<file path="src/rtl/tub_encoder.sv">
// Eight-digit seven-segment formatter: latches a 32-bit operand and renders it as hex,
// unsigned decimal or signed decimal segment bytes using a bit-serial double-dabble converter.
module tub_encoder (
  input  logic        clk_i,
  input  logic        rst_ni,
  input  logic        load_i,
  input  logic [31:0] value_i,
  input  logic [1:0]  mode_i,
  output logic        busy_o,
  output logic        done_o,
  output logic        overflow_o,
  output logic [7:0]  tub1_o,
  output logic [7:0]  tub2_o,
  output logic [7:0]  tub3_o,
  output logic [7:0]  tub4_o,
  output logic [7:0]  tub5_o,
  output logic [7:0]  tub6_o,
  output logic [7:0]  tub7_o,
  output logic [7:0]  tub8_o
);

  typedef enum logic [1:0] {StIdle, StConv, StFmt} state_e;

  localparam logic [1:0] ModeHex   = 2'b00;
  localparam logic [1:0] ModeUdec  = 2'b01;
  localparam logic [1:0] ModeSdec  = 2'b10;
  localparam logic [1:0] ModeBlank = 2'b11;

  localparam logic [7:0] SegMinus = 8'h02;

  function automatic logic [7:0] seg7(input logic [3:0] d);
    logic [7:0] s;
    case (d)
      4'h0:    s = 8'hFC;
      4'h1:    s = 8'h60;
      4'h2:    s = 8'hDA;
      4'h3:    s = 8'hF2;
      4'h4:    s = 8'h66;
      4'h5:    s = 8'hB6;
      4'h6:    s = 8'hBE;
      4'h7:    s = 8'hE0;
      4'h8:    s = 8'hFE;
      4'h9:    s = 8'hF6;
      4'hA:    s = 8'hEE;
      4'hB:    s = 8'h3E;
      4'hC:    s = 8'h9C;
      4'hD:    s = 8'h7A;
      4'hE:    s = 8'h9E;
      default: s = 8'h8E;
    endcase
    return s;
  endfunction

  state_e      state_q, state_d;
  logic [1:0]  mode_q, mode_d;
  logic        sign_q, sign_d;
  logic [31:0] shift_q, shift_d;
  logic [39:0] bcd_q, bcd_d;
  logic [4:0]  cnt_q, cnt_d;
  logic [63:0] tubs_q, tubs_d;
  logic        done_q, done_d;
  logic        ovf_q, ovf_d;

  logic [39:0] bcd_adj;
  logic [63:0] fmt_tubs;
  logic        fmt_ovf;
  logic        neg;
  int          msd;

  always_comb begin
    bcd_adj = '0;
    for (int i = 0; i < 10; i++) begin
      bcd_adj[4*i +: 4] = (bcd_q[4*i +: 4] >= 4'd5) ? bcd_q[4*i +: 4] + 4'd3 : bcd_q[4*i +: 4];
    end
  end

  // Digit i drives the byte at tubs[8*i +: 8]; digit 0 is the rightmost tube.
  always_comb begin
    fmt_tubs = '0;
    fmt_ovf  = 1'b0;
    msd      = 0;
    neg      = (mode_q == ModeSdec) && sign_q;
    for (int i = 0; i < 8; i++) begin
      if (bcd_q[4*i +: 4] != 4'd0) msd = i;
    end
    unique case (mode_q)
      ModeHex: begin
        for (int i = 0; i < 8; i++) fmt_tubs[8*i +: 8] = seg7(shift_q[4*i +: 4]);
      end
      ModeBlank: ;
      default: begin
        // A negative result needs one spare tube for the minus sign.
        if ((bcd_q[39:32] != 8'd0) || (neg && (bcd_q[31:28] != 4'd0))) begin
          fmt_tubs = {8{SegMinus}};
          fmt_ovf  = 1'b1;
        end else begin
          for (int i = 0; i < 8; i++) begin
            if (i <= msd)                fmt_tubs[8*i +: 8] = seg7(bcd_q[4*i +: 4]);
            else if (neg && i == msd + 1) fmt_tubs[8*i +: 8] = SegMinus;
          end
        end
      end
    endcase
  end

  always_comb begin
    state_d = state_q;
    mode_d  = mode_q;
    sign_d  = sign_q;
    shift_d = shift_q;
    bcd_d   = bcd_q;
    cnt_d   = cnt_q;
    tubs_d  = tubs_q;
    done_d  = 1'b0;
    ovf_d   = ovf_q;
    unique case (state_q)
      StIdle: begin
        if (load_i) begin
          mode_d  = mode_i;
          sign_d  = 1'b0;
          shift_d = value_i;
          bcd_d   = '0;
          cnt_d   = '0;
          state_d = StFmt;
          if (mode_i == ModeUdec) begin
            state_d = StConv;
          end else if (mode_i == ModeSdec) begin
            state_d = StConv;
            sign_d  = value_i[31];
            shift_d = value_i[31] ? (~value_i + 32'd1) : value_i;
          end
        end
      end
      StConv: begin
        bcd_d   = {bcd_adj[38:0], shift_q[31]};
        shift_d = {shift_q[30:0], 1'b0};
        cnt_d   = cnt_q + 5'd1;
        if (cnt_q == 5'd31) state_d = StFmt;
      end
      StFmt: begin
        tubs_d  = fmt_tubs;
        ovf_d   = fmt_ovf;
        done_d  = 1'b1;
        state_d = StIdle;
      end
      default: state_d = StIdle;
    endcase
  end

  always_ff @(posedge clk_i or negedge rst_ni) begin
    if (!rst_ni) begin
      state_q <= StIdle;
      mode_q  <= ModeHex;
      sign_q  <= 1'b0;
      shift_q <= '0;
      bcd_q   <= '0;
      cnt_q   <= '0;
      tubs_q  <= '0;
      done_q  <= 1'b0;
      ovf_q   <= 1'b0;
    end else begin
      state_q <= state_d;
      mode_q  <= mode_d;
      sign_q  <= sign_d;
      shift_q <= shift_d;
      bcd_q   <= bcd_d;
      cnt_q   <= cnt_d;
      tubs_q  <= tubs_d;
      done_q  <= done_d;
      ovf_q   <= ovf_d;
    end
  end

  assign busy_o     = (state_q != StIdle);
  assign done_o     = done_q;
  assign overflow_o = ovf_q;
  assign tub1_o     = tubs_q[63:56];
  assign tub2_o     = tubs_q[55:48];
  assign tub3_o     = tubs_q[47:40];
  assign tub4_o     = tubs_q[39:32];
  assign tub5_o     = tubs_q[31:24];
  assign tub6_o     = tubs_q[23:16];
  assign tub7_o     = tubs_q[15:8];
  assign tub8_o     = tubs_q[7:0];

endmodule

</file>
<file path="config.mk">
export PLATFORM = sky130hd
export DESIGN_NAME = tub_encoder
export DESIGN_NICKNAME = d
export VERILOG_FILES = /design/src/rtl/tub_encoder.sv
export SDC_FILE = /design/constraint.sdc
export NUM_CORES = 1
export LEC_CHECK = 0
export CAP_MARGIN = 20
export CORE_ASPECT_RATIO = 1.75
export CORE_MARGIN = 2
export CORE_UTILIZATION = 59
export CTS_CLUSTER_DIAMETER = 40
export DETAILED_ROUTE_END_ITERATION = 16
export PLACE_DENSITY = 0.82
export SETUP_SLACK_MARGIN = 0.1
export SLEW_MARGIN = 20
export SYNTH_ARGS = -nofsm -noshare
export SYNTH_HDL_FRONTEND = slang
export SYNTH_SLANG_ARGS = --single-unit
</file>
<file path="constraint.sdc">
create_clock -name clk_i -period 3 [get_ports clk_i]
set_input_delay 0.9 -clock clk_i [delete_from_list [all_inputs] [get_ports clk_i]]
set_output_delay 0.9 -clock clk_i [all_outputs]
set_load 0.03 [all_outputs]
</file>
== Word-level counts from Yosys, hierarchy flattened ==
Memory sizes are Yosys's and may differ from the RTL's.
Cells that the tools add are included.
Storage, ports and cells
  input port bits: 37
  memories kept: 16
  output and inout bits: 67
  flip-flop bits (word level): 148
  ROM bits: 1792
Memory list
  (no name shown): words 16, width 7, read ports 1, clocked after Yosys merged registers in 0, write ports 0, RTL line 33  | case (d)
  (no name shown): words 16, width 7, read ports 1, clocked after Yosys merged registers in 0, write ports 0, RTL line 33
  (no name shown): words 16, width 7, read ports 1, clocked after Yosys merged registers in 0, write ports 0, RTL line 33
  (no name shown): words 16, width 7, read ports 1, clocked after Yosys merged registers in 0, write ports 0, RTL line 33
  (no name shown): words 16, width 7, read ports 1, clocked after Yosys merged registers in 0, write ports 0, RTL line 33
  (no name shown): words 16, width 7, read ports 1, clocked after Yosys merged registers in 0, write ports 0, RTL line 33
  10 more memories
Operators by class
  bitwise gates (word level): 1
  reduce and logical (&&, ||, !) cells: 28
  add/subtract/negate cells: 13
  eq/ne operators: 16
  order comparisons: 18
  muxes and demuxes: 54
Operators by type and width (number)
  2-to-1 mux 32 bit: 10
  == test 4 x 32 -> 1 bit, first input constant: 4
  <= comparator 4 x 32 -> 1 bit, first input constant: 4
  case mux 64 bit (2 select lines): 1
  case mux 40 bit (2 select lines): 1
  == test 3 x 32 -> 1 bit, first input constant: 2
  <= comparator 3 x 32 -> 1 bit, first input constant: 2
  2-to-1 mux 64 bit: 1
  2-to-1 mux 8 bit: 8
  case mux 32 bit (2 select lines): 1
  greater-or-equal comparator 4 x 3 -> 1 bit, second input constant: 10
  2-to-1 mux 40 bit: 1
  adder 4 x 2 -> 4 bit, second input constant: 9
  2-to-1 mux 4 bit: 9
  adder 32 x 1 -> 32 bit, second input constant: 1
  adder 32 x 2 -> 32 bit, second input constant: 1
  == test 2 x 32 -> 1 bit, first input constant: 1
  <= comparator 1 x 32 -> 1 bit, first input constant: 1
  <= comparator 2 x 32 -> 1 bit, first input constant: 1
  zero test 32 bit: 1
  inverter 32 bit: 1
  nonzero test 4 bit: 7
  2-to-1 mux 2 bit: 12
  logical AND 1 bit: 10
  other kinds (17): 31

== Depth between registers and ports, before layout ==
  depth in word-level cells: 15
  gate-level depth with buffers: 12
  mapped depth without buffers: 12

== Least setup slack after synthesis ==
No wires, ideal clock.
  kind: reg-to-reg
  start point: register bcd_q[8]
  end point: register tubs_q[9]
  arrival: 2.646 ns
  setup time: 0.077 ns
  cell stages (with the launch flop): 13
  path slack: 0.277 ns
  cell sequence: dfrtp_1 inv_1 ha_1 or3b_1 o21a_1 o21a_1 o21ai_1 and2_1 ha_1 nor2b_1 and3_1 mux2i_1 a21oi_1
Between the ends
  longest elaborated chain between the ends: 14
  elaborated cells on any way between the ends: 15
  those cells by class: 1 x add/sub; 1 x order compare; 1 x eq/ne; 10 x mux; 2 x reduce/logical
RTL lines
  start: declaration: RTL line 58  | logic [39:0] bcd_q, bcd_d;
  start signal: assignment: RTL line 156  | bcd_q <= '0;
  start signal: assignment: RTL line 166  | bcd_q <= bcd_d;
  nonzero test 4 bit (*): RTL line 84  | if (bcd_q[4*i +: 4] != 4'd0) msd = i;
  2-to-1 mux 32 bit (*) (6 in series): RTL line 84
  adder 32 x 2 -> 32 bit: RTL line 99  | else if (neg && i == msd + 1) fmt_tubs[8*i +: 8] = SegMinus;
  == test 2 x 32 -> 1 bit: RTL line 99
  logical AND 1 bit: RTL line 99
  2-to-1 mux 2 bit: RTL line 99
  2-to-1 mux 8 bit (*): RTL line 98  | if (i <= msd) fmt_tubs[8*i +: 8] = seg7(bcd_q[4*i +: 4]);
  2-to-1 mux 64 bit (*): RTL line 93  | if ((bcd_q[39:32] != 8'd0) || (neg && (bcd_q[31:28] != 4'd0))) begin
  case mux 64 bit (2 select lines) (*): RTL line 86  | unique case (mode_q)
  end signal: assignment: RTL line 168  | tubs_q <= tubs_d;
  end: declaration: RTL line 60  | logic [63:0] tubs_q, tubs_d;
Mark *: on every way between the ends. The rest lies on a longest branch, timed or not.
A chain may end at the register's enable or synchronous reset.

== Worst setup path in the final report ==
  start point: register bcd_q[20]
  end point: register tubs_q[25]
Between the ends
  longest elaborated chain between the ends: 11
  elaborated cells on any way between the ends: 12
  those cells by class: 1 x add/sub; 1 x order compare; 1 x eq/ne; 7 x mux; 2 x reduce/logical
RTL lines (RTL line)
  nonzero test 4 bit (*): 84
  2-to-1 mux 32 bit (*) (3 in series): 84
  adder 32 x 2 -> 32 bit: 99
  == test 3 x 32 -> 1 bit: 99
  logical AND 1 bit: 99
  2-to-1 mux 2 bit: 99
  2-to-1 mux 8 bit (*): 98
  2-to-1 mux 64 bit (*): 93
  case mux 64 bit (2 select lines) (*): 86
Marked as above.

==> impl_metrics.toml <==
[status]
status = "finished clean"

[floorplanning]
dieHeight_microns = 186
row_count = 66
top_level_ports = 104
core-area_sq_um = 18600
die_x_microns = 108
initial_core_util_pct = 60.1
dieArea_sq_um = 20100

[setup_path]
critPathKind = "reg2reg"
r2r-start = "bcd_q[20]"
cp_data_required_time_ps = 3310
crit_buf_inv = 2
worstSetupEndpointType = "flop"
crit_fanout = 10
cp_top_family = "simple AND/OR/NAND/NOR gates"
start_kind = "flop"
worstPathCellList = "inv_2, ha_1, or3b_4, or4_4, clkinv_4, ha_2, o21bai_1, a221oi_1, o31ai_1"
cp.arrival_ps = 3140
crit_start = "bcd_q[20]"
cp_slowest_stage_delay_ps = 570
worst_path_max_delay_cell = "or4_4"

[synth]
synth.distinct_cells = 76
ys_ff_latch = 140
yosys.area.top_type = "dfrtp_1"
synth_top_area_share_pct = 31.4
syn_inst = 1325
ys.flop_type = "dfrtp_1"
synth_edf_count = 0
yosysSeqAreaShare_pct = 31.4
synthArstFlopShare_pct = 100
synth_area_sq_um = 11200
synth_area_leaders = "dfrtp_1, ha_1, o21ai_0, a21oi_1, nor2_1"
yosysWarnings = 0
syn_area_per_cell_sq_um = 8.43

[final_layout]
utilization_pct = 71.6
fillers = 1442
diodes = 0
areaGrowthSynthToFinish_pct = 19.2
final_area_sq_um = 13300
drive_above_1_share_pct = 12.1
instances_no_fill = 1674
nets = 1562

[timing]
max_clock_freq_ghz = 0.353
setup_viol = 0
fin_crit_sh_pct = 94.3
setup_tns_ps = 0
slew_viol_final = 0
rsz0062_at_grt = "yes"
fin_skew_ps = 8.68
hold_viol = 0
relSlewSlack_pct = 51.8
period_minus_slack_ps = 2830
worstMarginPinSlew_ps = 704

[placed_design]
gp_congestion = 0.963
dp.cells = 1639
numPortBuffers = 95
dp_hpwl_mm = 22.8
post_dp_cell_area_sq_um = 12600

[min_path]
hold_path.class = "in2async"

[clock_tree]
hold_buffers = 0
clk_transition_reported_paths_ps = 60
clk-insertion-delay-late_ps = 440
cts_buffers = 17
cts.sinks = 140
htree_levels = 4
clockBufferDepth = 2
cts_tree = "done"
root_buffer = "clkbuf_16"

[power_and_ir_drop]
cellPowerDensity_nw_per_um2 = 1210
total_power_mw = 16.2
leakagePower_nw = 5.49
ir_worst_vdd_mv = 1.49

[detailed_routing]
drc_errors = 0
first_pass_iters = 5
drt_iter0_drc = 750
detail-route-antenna-nets = 0
viasPerCell = 6.43
routedWlPerCell_microns = 19.0
routed_wl_mm = 31.8
vias = 10800

[global_routing]
antenna_found_initial = 0
grt_pass1_wl_mm = 51.1
grt_max_degree = 50
grt-ovfl-total = 0
grt_pass1_vias = 10600
grt_usage_pct = 32.3

[run]
drv_cap = 0
-- layout make-up --
class | instances | area, sq um | share of cell area (%)
multi-input combinational | 1020 | 7080 | 53.2
sequential | 140 | 3510 | 26.4
timing repair buffer | 171 | 1570 | 11.8
tap | 238 | 298 | 2.24
clock inverter | 15 | 150 | 1.13
inverter | 73 | 279 | 2.10
clock buffer | 17 | 425 | 3.20
-- synthesized netlist by cell type, types with 17 or more instances --
library cell,n
mux2i_1,27
nor2b_1,29
xnor2_1,19
nand2b_1,31
ha_1,102
o22ai_1,26
o31ai_1,18
nand2_1,102
inv_1,71
dfrtp_1,140
xor2_1,17
a21oi_1,90
nor3_1,24
nor2_1,107
clkbuf_1,81
a31oi_1,31
o211ai_1,20
a22oi_1,26
o21ai_0,119
nand3_1,23
-- final timing paths --
kind	to	cells past startpoint	slack, ps
max	tubs_q[25]	9	170
min	shift_q[1]	1	380
max reg2reg	tubs_q[25]	9	170
min reg2reg	tubs_q[47]	2	470
max in group asynchronous	shift_q[7]	2	1880
min in group clk_i	tubs_q[47]	2	470
-- flip-flops by register name, summed over array words and instances (netlist names) --
register / count
bcd_q: 40
cnt_q: 5
done_o: 1
mode_q: 2
overflow_o: 1
shift_q: 32
sign_q: 1
state_q: 2
tubs_q: 56
-- cell usage in the layout, fill, tap and decap left out, types with 10 or more instances in the layout --
master / instances
o21ai_0: 119
nand2_1: 102
clkdlybuf4s50_1: 94
nand2b_1: 30
mux2i_1: 27
xnor2_1: 19
a211oi_1: 15
o311ai_0: 13
nor2b_1: 27
xor2_1: 17
nand3b_1: 11
nor3_1: 24
o31ai_1: 17
o22ai_1: 26
ha_1: 101
dfrtp_1: 136
o211ai_1: 20
a21oi_1: 90
clkbuf_16: 17
nand3_1: 23
nor2_1: 103
a32o_1: 10
inv_1: 66
buf_4: 72
a31oi_1: 31
a22oi_1: 26
-- kinds of logic (layout without fill, tap and decap cells) --
logic type / count (synthesis) / in the layout / share of synthesized area (%)
xor+xnor: 36 / 36 / 2.82
mux: 41 / 41 / 4.74
other cells: 1 / 8 / 0.0336
simple gates: 383 / 383 / 17.2
buf+inv: 172 / 276 / 6.25
compound gates: 450 / 450 / 26.1
flops: 140 / 140 / 31.4
fa+ha+maj: 102 / 102 / 11.4
-- per-layer routing --
metal  share of wire, %  routed length, microns  GRT usage, %  vias to the layer above
met5                  0                       0             0                        -
met4                4.5                    1440          18.7                        0
met3                5.8                    1840          5.29                      116
met2                 53                   16700          56.9                      418
met1                 37                   11800          36.3                     5212
li1                   -                       -             -                     5015
-- per-stage QoR --
stage          worst slack [ps]  hold slack, ps
6_report                    170             383
5_1_grt                    81.4             415
4_1_cts                     101             396
3_5_place_dp               32.1             462
3_3_place_gp               57.9             454
2_1_floorplan               277             449
-- where the power goes --
part	switching (mW)	internal, mW
Clock	0.878	1.22
Combinational	5.94	4.20
Sequential	1.21	2.73
Total	8.02	8.14
-- repair_timing --
action	in CTS	in global routing
setup endpoints to repair	1	16
setup buffers	0	3
resized for setup	1	25
Power figures use the tool's default switching activity.
